`config.mk`:
```
export PLATFORM = sky130hd
export DESIGN_NAME = sram_arbiter
export DESIGN_NICKNAME = d
export VERILOG_FILES = /design/src/rtl/sram_arbiter.sv
export SDC_FILE = /design/constraint.sdc
export NUM_CORES = 1
export LEC_CHECK = 0
export BUFFER_PORTS_ARGS = -buffer_cell sky130_fd_sc_hd__buf_4
export CORE_UTILIZATION = 34
export CTS_CLUSTER_SIZE = 24
export DETAILED_ROUTE_END_ITERATION = 10
export HOLD_SLACK_MARGIN = 0.06
export PLACE_DENSITY = 0.74
export SLEW_MARGIN = 40
export SYNTH_ARGS = -nofsm -noshare
export SYNTH_HDL_FRONTEND = slang
export SYNTH_SLANG_ARGS = --single-unit
```
`constraint.sdc`:
```
create_clock -name CLK -period 0.9 [get_ports CLK]
set_input_delay 0.135 -clock CLK [delete_from_list [all_inputs] [get_ports CLK]]
set_output_delay 0.135 -clock CLK [all_outputs]
set_load 0.01 [all_outputs]
```
`src/rtl/sram_arbiter.sv`:
```
// Two-requester arbiter and sequencer for a 16x8 single-port synchronous SRAM.
// Define SRAM_ARB_RR_EN for round-robin arbitration; otherwise requester 0 has fixed priority.
module sram_arbiter #(
    parameter int ADDR_W = 4,
    parameter int DATA_W = 8
) (
    input  logic              CLK,
    input  logic              RST,
    input  logic              REQ0,
    input  logic              WE0,
    input  logic [ADDR_W-1:0] ADDR0,
    input  logic [DATA_W-1:0] WDATA0,
    output logic              GNT0,
    output logic              RVALID0,
    output logic [DATA_W-1:0] RDATA0,
    input  logic              REQ1,
    input  logic              WE1,
    input  logic [ADDR_W-1:0] ADDR1,
    input  logic [DATA_W-1:0] WDATA1,
    output logic              GNT1,
    output logic              RVALID1,
    output logic [DATA_W-1:0] RDATA1,
    output logic [ADDR_W-1:0] MEM_ADDR,
    output logic [DATA_W-1:0] MEM_WDATA,
    output logic              MEM_WREN,
    input  logic [DATA_W-1:0] MEM_RDATA
);

    logic prio0;

`ifdef SRAM_ARB_RR_EN
    // last_q = 1 means requester 1 was granted last, so requester 0 wins the next tie
    logic last_q, last_d;

    always_comb begin
        last_d = last_q;
        if (GNT0)
            last_d = 1'b0;
        else if (GNT1)
            last_d = 1'b1;
    end

    always_ff @(posedge CLK) begin
        if (RST)
            last_q <= 1'b1;
        else
            last_q <= last_d;
    end

    assign prio0 = last_q;
`else
    assign prio0 = 1'b1;
`endif

    assign GNT0 = !RST && REQ0 && (!REQ1 || prio0);
    assign GNT1 = !RST && REQ1 && !GNT0;

    logic [ADDR_W-1:0] mem_addr_q, mem_addr_d;
    logic [DATA_W-1:0] mem_wdata_q, mem_wdata_d;
    logic              mem_wren_q, mem_wren_d;
    logic              rd1_q, rd1_d, own1_q, own1_d;
    logic              rd2_q, own2_q;

    always_comb begin
        mem_addr_d  = mem_addr_q;
        mem_wdata_d = mem_wdata_q;
        mem_wren_d  = 1'b0;
        if (GNT0) begin
            mem_addr_d  = ADDR0;
            mem_wdata_d = WDATA0;
            mem_wren_d  = WE0;
        end else if (GNT1) begin
            mem_addr_d  = ADDR1;
            mem_wdata_d = WDATA1;
            mem_wren_d  = WE1;
        end
        rd1_d  = (GNT0 && !WE0) || (GNT1 && !WE1);
        own1_d = GNT1;
    end

    always_ff @(posedge CLK) begin
        if (RST) begin
            mem_addr_q  <= '0;
            mem_wdata_q <= '0;
            mem_wren_q  <= 1'b0;
            rd1_q       <= 1'b0;
            own1_q      <= 1'b0;
            rd2_q       <= 1'b0;
            own2_q      <= 1'b0;
        end else begin
            mem_addr_q  <= mem_addr_d;
            mem_wdata_q <= mem_wdata_d;
            mem_wren_q  <= mem_wren_d;
            rd1_q       <= rd1_d;
            own1_q      <= own1_d;
            rd2_q       <= rd1_q;
            own2_q      <= own1_q;
        end
    end

    assign MEM_ADDR  = mem_addr_q;
    assign MEM_WDATA = mem_wdata_q;
    assign MEM_WREN  = mem_wren_q;

    // Read data comes straight from the SRAM in the cycle its stage-2 entry is valid
    assign RVALID0 = rd2_q && !own2_q;
    assign RVALID1 = rd2_q && own2_q;
    assign RDATA0  = RVALID0 ? MEM_RDATA : '0;
    assign RDATA1  = RVALID1 ? MEM_RDATA : '0;

endmodule

```
==> flow_summary.rst <==
.. list-table::
   :header-rows: 1

   * - Metric
     - Value
   * - Hold wc startpoint
     - RST
   * - Timing-limited maximum frequency
     - 818 MHz
   * - Unrepaired setup endpoints after global routing
     - true
   * - Clock tree root buffer cell
     - sky130_fd_sc_hd__clkbuf_4
   * - Vias per inst
     - 4.88
   * - CP Data Arrival Time
     - 1.09 ns
   * - Final setup violation count
     - 18
   * - Outcome
     - complete, but fails checks
   * - Num rows
     - 17
   * - Clock sink count
     - 17
   * - Worst path bufs/invs
     - 2
   * - Slowest library cell on the worst path
     - sky130_fd_sc_hd__dfxtp_4
   * - CTS Buf Count
     - 3
   * - DRT antenna net count
     - 0
   * - Count of TritonRoute iterations in the first routing pass
     - 4
   * - Minimum setup slack after placement
     - -0.390 ns
   * - Max rail drop VDD
     - about 0.00087 V
   * - Total number of vias
     - 967
   * - Antenna cell count
     - 0
   * - Total power density per cell area
     - 1020 mW/mm2
   * - Post-route minimum period
     - 1.22 ns
   * - Layout net count
     - 209
   * - Worst Hold Endpoint
     - MEM_ADDR[0]$_SDFFE_PP0P_
   * - Later-pin clock latency in the skew report
     - 0.27 ns
   * - Placed cells
     - 191
   * - Total number of H-tree levels
     - 1
   * - FF-to-FF Start
     - MEM_WDATA[1]$_SDFFE_PP0P_
   * - Data required time of the critical path
     - 0.76 ns
   * - Number of I/O port buffers
     - 70
   * - Crit path kind
     - reg -> out
   * - Fraction of final layout cells with drive strength greater than 1
     - 0.694
   * - Number of non-filler instances in the completed layout
     - 198
   * - Worst setup startpoint
     - own2_q$_SDFF_PP0_
   * - Number of logic stages on the critical path including buffering
     - 3
   * - Family with the most delay on the worst path
     - flip-flops
   * - Syn nets
     - between 100 and 150
   * - Setup slack of the worst register-to-register path
     - 0.10 ns
   * - Global-route wire length before repair
     - 3.84 mm
   * - Cells on Worst Hold Path
     - 2
   * - Count of warnings emitted by yosys
     - 0
   * - Max Transition Viols Final
     - 0
   * - Vias in the first global route
     - 891
   * - Worst Clk Skew
     - 0.000204 ns
   * - Total I/O pin count
     - 71
   * - Hold/Removal Path Class
     - in -> reg
   * - Max Cap Violations
     - 0
   * - Overflow left after global routing
     - 0
   * - Clock slew at reported path FFs
     - roughly 0.10 ns
   * - DRC errors left
     - 0
   * - End of the worst register-to-register path
     - MEM_WDATA[1]$_SDFFE_PP0P_
   * - P_leak
     - a little over 0.8 nW
   * - Die Outline Area
     - between 0.002 and 0.003 mm2
   * - Least setup slack across all paths after layout
     - -0.323 ns
   * - Worst-path fanout max
     - 9
   * - Worst Setup End Kind
     - primary output
   * - Initial core utilization
     - 0.375
   * - Final HPWL DP
     - 1.90 mm
   * - Post-synth ARST share
     - 0
   * - Die boundary height
     - 52.6 um
   * - Dominant register cell in the synthesized netlist
     - sky130_fd_sc_hd__dfxtp_1
   * - Maximum buffer depth of the clock tree
     - 2
   * - Total routing resource utilization after global routing
     - 0.191
   * - Clock tree from TritonCTS
     - done
   * - Gpl congestion
     - around 0.74
   * - Maximum single-stage delay on the critical path
     - 0.39 ns
   * - Number of distinct library cells after synthesis
     - 19
   * - Instance count of the mapped netlist
     - 90
   * - Register-to-Register Path Depth
     - 3
   * - Average footprint of a synthesized cell
     - approximately 9.7 um2
   * - Core region area
     - between 0.002 and 0.0025 mm2
   * - WL/cell
     - 13.0 um
   * - Fraction of the cycle the final worst path needs
     - 1.36
   * - Most common cell on crit path
     - sky130_fd_sc_hd__buf_6
   * - Largest net degree at the start of global routing
     - 11
   * - EDFF count, synth
     - 0
   * - Number of hold violations in the final report
     - 0
   * - Part of the Yosys area used for sequential elements
     - 0.391
   * - Max-Slew Margin vs Limit
     - 0.861
   * - Critical Path Start Type
     - flop
   * - Area growth from synthesis to final layout
     - 96.1%
   * - Chain of cells forming the critical path
     - buf_6, and3_4, buf_6
   * - Die X
     - approximately 53 um
   * - Violation count after the first detailed-route iteration
     - 10
   * - Synth Cell Area
     - 870 um2
   * - Total length of routed wires
     - around 2.6 mm
   * - Flip-flop and latch count after synthesis
     - 17
   * - Number of antenna violations at the first check in global routing
     - 0
   * - Violations in the final reports
     - setup timing
   * - Slew at the pin with the worst max-slew slack
     - roughly 0.21 ns
timing repair:
item / CTS / global route
pin swaps: 2 / 3
endpoints found under the setup margin: 22 / 31
resized for setup: 27 / 30
gates cloned: 1 / 0
endpoints found under the hold margin: 0 / 0
hold buffers: 0 / 0
setup buffers: 0 / 2
where the power goes:
group	internal [mW]	total, mW	switching, mW
sequential	0.810	0.845	0.0355
combinational	0.316	0.498	0.181
clock	0.172	0.396	0.224
per-layer routing:
layer	share of wire	vias up	GRT usage
met5	0	-	0
met3	0.088	2	0.0551
met1	0.36	434	0.181
met2	0.55	54	0.386
li1	-	477	-
met4	0.0039	0	0.0526
worst reg2reg max path, delay by kind of cell (launching register included):
family	cells	cell delay [ns]
AO/OA/AOI/OAI	1	0.21
multiplexers	1	0.06
buffers and inverters	1	0.10
flip-flops	1	0.35
stage by stage:
step | power (mW) | util | hold WS, ns | cell area [um2] | TNS [ns]
2_1_floorplan | 1.04 | - | 0.277 | 895 | -0.299
6_report | 1.74 | 0.736 | 0.0792 | 1710 | -5.34
3_5_place_dp | 1.29 | 0.632 | 0.395 | 1470 | -3.29
3_3_place_gp | 1.28 | 0.632 | 0.394 | 1470 | -2.44
5_1_grt | 1.84 | 0.736 | 0.0721 | 1710 | -6.31
4_1_cts | 1.70 | 0.688 | 0.0790 | 1590 | -5.40
area by class of cell:
class,instances,area [um2]
multi-input cells,66,547
inverters,1,3.75
flip-flops and latches,17,362
fillers,166,613
well taps,28,35.0
clock buffers,4,26.3
repair buffers,82,732
worst max-delay path by stage:
stage	endpoint	slack [ns]
6_report	RDATA1[0]	-0.32
5_1_grt	RDATA0[5]	-0.37
4_1_cts	RDATA0[4]	-0.32
3_5_place_dp	RDATA0[5]	-0.39
3_3_place_gp	RDATA0[0]	-0.29
2_1_floorplan	RDATA0[0]	-0.04
logic make-up after synthesis:
group,after synthesis,share of synthesized area
and+or+nand+nor,39,0.282
AOI/OAI and AO/OA,14,0.115
muxes,12,0.138
buffers and inverters,8,0.0734
DFF,17,0.391
flip-flops by register name, indices dropped and copies added (netlist names):
signal / cells
MEM_WDATA: 8
MEM_ADDR: 4
MEM_WREN: 1
own1_q: 1
own2_q: 1
rd1_q: 1
rd2_q: 1
cells in the mapped netlist (2+ instances only):
cell                       count  area [um2]
sky130_fd_sc_hd__and3_1        8        50.1
sky130_fd_sc_hd__buf_4         2        15.0
sky130_fd_sc_hd__mux2i_1      12         120
sky130_fd_sc_hd__a21oi_1       2        10.0
sky130_fd_sc_hd__dfxtp_1      17         340
sky130_fd_sc_hd__nor3b_1       2        15.0
sky130_fd_sc_hd__and2_1        9        56.3
sky130_fd_sc_hd__nor2b_1      15        93.8
sky130_fd_sc_hd__buf_2         2        10.0
sky130_fd_sc_hd__a211oi_1     12        90.1
cell usage in the layout, fill, tap and decap left out, drive strengths merged:
cell,count
mux2i,12
inv,1
dfxtp,17
clkbuf,4
or3b,1
nand2b,1
nor3b,2
a211oi,12
and3,8
nor2b,16
nand2,1
nor2,1
nand3b,1
and2,9
a21oi,2
buf,82
No activity file was read; power rests on OpenSTA's default activity.
